**config.mk**
```make
export PLATFORM = sky130hd
export DESIGN_NAME = pmem_arbiter_rr
export DESIGN_NICKNAME = d
export VERILOG_FILES = /design/src/rtl/pmem_arbiter_rr.sv
export SDC_FILE = /design/constraint.sdc
export NUM_CORES = 1
export LEC_CHECK = 0
export CAP_MARGIN = 30
export CORE_AREA = 2 2 637 639
export DETAILED_ROUTE_END_ITERATION = 7
export DIE_AREA = 0 0 639 641
export GPL_ROUTABILITY_DRIVEN = 0
export HOLD_SLACK_MARGIN = 0.05
export PLACE_DENSITY_LB_ADDON = 0.15
export SLEW_MARGIN = 20
export SYNTH_ARGS = -nofsm -noshare
export SYNTH_HDL_FRONTEND = slang
export SYNTH_SLANG_ARGS = --single-unit
```
**constraint.sdc**
```tcl
create_clock -name clk -period 3.34 [get_ports clk]
set_clock_uncertainty 0.15 [all_clocks]
set_input_delay 1.002 -clock clk [delete_from_list [all_inputs] [get_ports clk]]
set_output_delay 1.002 -clock clk [all_outputs]
set_load 0.01 [all_outputs]
```
**src/rtl/pmem_arbiter_rr.sv**
```systemverilog
// Arbiter between NUM_CLIENTS cache-side requesters and one cacheline adaptor.
// The winning request is latched for the whole transaction; the response is steered back to its owner.
module pmem_arbiter_rr #(
  parameter int NUM_CLIENTS = 2,
  parameter int ADDR_W      = 32,
  parameter int LINE_W      = 256,
  parameter int PRIO_MODE   = 0,
  localparam int OW         = (NUM_CLIENTS > 1) ? $clog2(NUM_CLIENTS) : 1
) (
  input  logic                          clk,
  input  logic                          rst,
  input  logic [NUM_CLIENTS-1:0]        cl_read,
  input  logic [NUM_CLIENTS-1:0]        cl_write,
  input  logic [NUM_CLIENTS*ADDR_W-1:0] cl_addr,
  input  logic [NUM_CLIENTS*LINE_W-1:0] cl_wdata,
  output logic [NUM_CLIENTS-1:0]        cl_resp,
  output logic [NUM_CLIENTS*LINE_W-1:0] cl_rdata,
  output logic                          mem_read,
  output logic                          mem_write,
  output logic [ADDR_W-1:0]             mem_addr,
  output logic [LINE_W-1:0]             mem_wdata,
  input  logic                          mem_resp,
  input  logic [LINE_W-1:0]             mem_rdata,
  output logic [OW-1:0]                 owner,
  output logic                          busy
);

  typedef enum logic {IDLE = 1'b0, BUSY = 1'b1} state_t;

  state_t                   state;
  state_t                   state_next;
  logic [NUM_CLIENTS-1:0]   req;
  logic                     grant;
  logic                     done;
  logic [OW-1:0]            ptr;
  logic [OW-1:0]            base;
  logic [OW-1:0]            win;
  logic [OW:0]              win_sum;
  logic [2*NUM_CLIENTS-1:0] req_shift;
  logic [NUM_CLIENTS-1:0]   req_rot;
  logic                     win_rd;
  logic                     win_wr;
  logic [ADDR_W-1:0]        win_addr;
  logic [LINE_W-1:0]        win_wdata;
  logic [OW-1:0]            owner_q;
  logic                     rd_q;
  logic                     wr_q;
  logic [ADDR_W-1:0]        addr_q;
  logic [LINE_W-1:0]        wdata_q;

  assign req   = cl_read | cl_write;
  assign grant = (state == IDLE) && (|req);
  assign done  = (state == BUSY) && mem_resp;

  // Rotate requests so the search starts at bit 0, then map the hit back to a client index.
  assign base      = (PRIO_MODE != 0) ? '0 : ptr;
  assign req_shift = {req, req} >> base;
  assign req_rot   = req_shift[NUM_CLIENTS-1:0];

  always_comb begin
    win_sum = '0;
    for (int j = NUM_CLIENTS - 1; j >= 0; j--) begin
      if (req_rot[j]) win_sum = {1'b0, base} + (OW+1)'(j);
    end
    if (win_sum >= (OW+1)'(NUM_CLIENTS)) win_sum = win_sum - (OW+1)'(NUM_CLIENTS);
    win = win_sum[OW-1:0];
  end

  always_comb begin
    win_rd    = 1'b0;
    win_wr    = 1'b0;
    win_addr  = '0;
    win_wdata = '0;
    for (int i = 0; i < NUM_CLIENTS; i++) begin
      if (win == OW'(i)) begin
        win_rd    = cl_read[i];
        win_wr    = cl_write[i];
        win_addr  = cl_addr[i*ADDR_W +: ADDR_W];
        win_wdata = cl_wdata[i*LINE_W +: LINE_W];
      end
    end
  end

  always_ff @(posedge clk) begin
    if (!rst) state <= IDLE;
    else      state <= state_next;
  end

  always_comb begin
    state_next = state;
    case (state)
      IDLE:    if (|req) state_next = BUSY;
      BUSY:    if (mem_resp) state_next = IDLE;
      default: state_next = IDLE;
    endcase
  end

  // Grant latch: a simultaneous read+write is taken as a write.
  always_ff @(posedge clk) begin
    if (!rst) begin
      ptr     <= '0;
      owner_q <= '0;
      rd_q    <= 1'b0;
      wr_q    <= 1'b0;
      addr_q  <= '0;
      wdata_q <= '0;
    end else if (grant) begin
      owner_q <= win;
      rd_q    <= win_rd & ~win_wr;
      wr_q    <= win_wr;
      addr_q  <= win_addr;
      wdata_q <= win_wdata;
    end else if (done) begin
      rd_q <= 1'b0;
      wr_q <= 1'b0;
      if (PRIO_MODE == 0)
        ptr <= (owner_q == OW'(NUM_CLIENTS - 1)) ? '0 : owner_q + OW'(1);
    end
  end

  assign mem_read  = rd_q;
  assign mem_write = wr_q;
  assign mem_addr  = addr_q;
  assign mem_wdata = wdata_q;
  assign owner     = owner_q;

  always_comb begin
    busy     = (state == BUSY);
    cl_resp  = '0;
    cl_rdata = '0;
    for (int i = 0; i < NUM_CLIENTS; i++) begin
      if (done && owner_q == OW'(i)) begin
        cl_resp[i]                    = 1'b1;
        cl_rdata[i*LINE_W +: LINE_W] = mem_rdata;
      end
    end
  end

endmodule

```
==> impl_metrics.json <==
{
  "synth_top_cell_by_area": "dfxtp_1",
  "postSynthAreaPerCell_um2": 7.08,
  "netlist_area_mm2": 0.0156,
  "ant_nets": 0,
  "powerDensity_mw_per_mm2": 322,
  "hold_path_class": "reg2reg",
  "required_ps": 2190,
  "synth.top_cell.area_share_pct": 37.6,
  "io_buffers": 1644,
  "violations": "negative setup slack",
  "synthCells": 2202,
  "synthTopCellsByArea": "dfxtp_1 (38%), and2_1 (21%), a21oi_1 (19%)",
  "syn-num-nets": 3041,
  "placed_area_mm2": 0.0411,
  "power_frac_seq_pct": 28.4,
  "ys_seq_elements": 293,
  "tightest_slew_ps": 705,
  "clkTransAtPathRegs_ps": 60,
  "slowest_delay_ps": 200,
  "r2r_slack_ps": 1240,
  "hpwl_mm": 262,
  "fp.dieH_um": 641,
  "grt_max_degree": 58,
  "cts_root_buffer": "clkbuf_16",
  "tritoncts.num_buffers": 43,
  "cts_hold_buf": 0,
  "crit_top_cell": "buf_12",
  "power_leakage_nw": 18.3,
  "yosysUniqueCellTypes": 23,
  "final_cell_area_mm2": 0.0454,
  "crit_chain": "buf_8, and3_4, buf_12, buf_16, buf_12, buf_12, clkbuf_16, buf_12, and2_4, buf_6",
  "wl_per_cell_um": 32.3,
  "synth-seq-area-share_pct": 37.6,
  "yosys.area_share.simple_pct": 27.9,
  "swShare_pct": 36.6,
  "synth_compound_area_share_pct": 28.3,
  "via_per_inst": 2.70,
  "layout-drive-gt1-share_pct": 29.2,
  "synthAdderAreaFrac_pct": 0,
  "crit_type": "in2out",
  "antenna_found_initial": 216,
  "wl_mm": 304,
  "vias": 25400,
  "cts_tree": "done",
  "ff_latch_area_mm2": 0.00587,
  "cp-end-kind": "primary output",
  "htree_levels": 2,
  "peakVddDrop_v": 0.000350,
  "io_pins": 1645,
  "nets": 4886,
  "fillers": 46400,
  "muxShareOfSynthArea_pct": 0,
  "setup_ws_ps": -344,
  "internal_power_mw": 9.28,
  "clock.fmax_ghz": 0.271,
  "status": "finished, violations left",
  "power_mw": 14.6,
  "cp-start-kind": "primary input",
  "power_frac_comb_pct": 38.1,
  "grt_usage_pct": 13.9,
  "crit_slowest_cell": "and3_4",
  "grt_pass1_vias": 25100,
  "dr.pass1.iters": 5,
  "die_w_um": 639,
  "drv_slew": 0,
  "syn_to_final_growth_pct": 192,
  "drc": 0,
  "setup_viol": 367,
  "p_switching_mw": 5.36,
  "critPathTopFamily": "buffers and inverters",
  "grt_pass1_wl_mm": 354,
  "final_util_pct": 11.3,
  "multiInputGateArea_mm2": 0.00950,
  "whs_ps": 358,
  "clock-sinks": 293,
  "arrival_ps": 2530,
  "hold_violations": 0,
  "maxCapViolCount": 0,
  "die_area_mm2": 0.410,
  "slew_headroom_pct": 52.8,
  "start_util_pct": 3.88,
  "cp_num_buf_inv": 8,
  "min_period_ps": 3680,
  "drt_iter0_drc": 1277,
  "synth_top_family_by_area": "compound AO/OA/AOI/OAI gates",
  "rsz0062_at_grt": "yes",
  "overflow": 0,
  "clk_path_buf_depth": 3,
  "path_max_fanout": 7,
  "clkPwrFrac_pct": 33.5,
  "insertion_delay_ps": 660,
  "synth_xor_area_share_pct": 0,
  "period_share_pct": 110,
  "yosysWarnings": 0,
  "core_area_mm2": 0.402,
  "rows": 233
}
==> worst register-to-register path: stages, from the launching register on <==
cell	delay, ps
dfxtp_1	340
o21bai_1	220
o21a_4	200
buf_12	160
buf_12	170
a21oi_1	460
buf_4	230
a21oi_1	70
==> synthesized netlist by cell type <==
master,n
dfxtp_1,293
o21ai_0,292
a21boi_0,2
nor2b_1,1
inv_1,3
and3_1,1
a21oi_1,578
a22o_1,1
o21bai_1,1
nand3_1,1
nor2_1,3
buf_1,2
a32o_1,1
buf_2,48
clkbuf_1,150
o21ai_2,1
nor4_2,1
and2_1,513
or2_1,1
buf_4,14
buf_6,2
nand2_1,292
o21a_1,1
==> layout by cell type (no fill, tap or decap), drive strengths merged <==
cell           count
or2                1
a22o               1
nand2            292
bufinv             1
nor4               1
nor2b              1
dlymetal6s2s      65
clkinvlp           1
and3               1
o21bai             1
inv                4
dfxtp            293
and2             513
a32o               1
clkbuf           143
a21oi            578
a21boi             2
clkdlybuf4s50   1106
clkinv             5
o21ai            293
nand3              1
diode             35
o21a               1
buf              768
clkdlybuf4s15      2
nor2               3
==> kinds of logic after synthesis <==
kind of cell	after synthesis
compound gates	877
buf+inv	219
flops	293
simple gates	813
==> final timing paths <==
check / to / depth (start not counted) / from
worst min register to register: mem_read / 1 / mem_read
worst min-delay path: mem_read / 1 / mem_read
worst max register to register: mem_wdata[86] / 7 / base
worst max-delay path: cl_rdata[334] / 10 / mem_resp
==> layout make-up <==
| cell class | count | share of cell area [%] |
|---|---|---|
| diodes | 35 | 0.193 |
| clock buffers | 68 | 2.82 |
| clock inverters | 8 | 0.245 |
| inverters | 3 | 0.0248 |
| multi-input cells | 1690 | 20.9 |
| flip-flops and latches | 293 | 12.9 |
| well taps | 5287 | 14.6 |
| repair buffers | 2016 | 48.4 |
==> power by group through the flow <==
stage | clock network (mW) | logic [mW] | registers [mW]
after global routing | 5.25 | 5.98 | 4.21
after CTS | 5.22 | 5.50 | 4.17
after detailed placement | 0 | 5.35 | 4.24
after global placement | 0 | 5.39 | 4.24
final | 4.90 | 5.57 | 4.17
after floorplan | 0 | 1.17 | 4.26
==> routing by layer <==
layer / GRT usage, % / wire (um)
met3: 6.11 / 31200
met1: 14.0 / 105000
met4: 3.22 / 8430
met5: 0 / 729
met2: 26.0 / 158000
==> per-stage QoR <==
stage | setup slack [ps] | instances | setup TNS [ps]
final | -344 | 9400 | -45080
after floorplan | 238 | 2202 | 0
after detailed placement | -1060 | 9149 | -448390
after CTS | -393 | 9283 | -129590
after global routing | -355 | 9384 | -67910
after global placement | -1060 | 9149 | -453140
==> repair_timing <==
item	4_1_cts	5_1_grt
gates cloned	14	29
resized for setup	931	1247
endpoints found under the setup margin	514	508
pin swaps	7	40
setup buffers	44	64
==> flip-flops by register name (all words and copies together) (netlist names) <==
name       cells
mem_read       1
base           1
mem_write      1
owner          1
mem_addr      32
busy           1
mem_wdata    256
(Power assumes the default switching activity.)
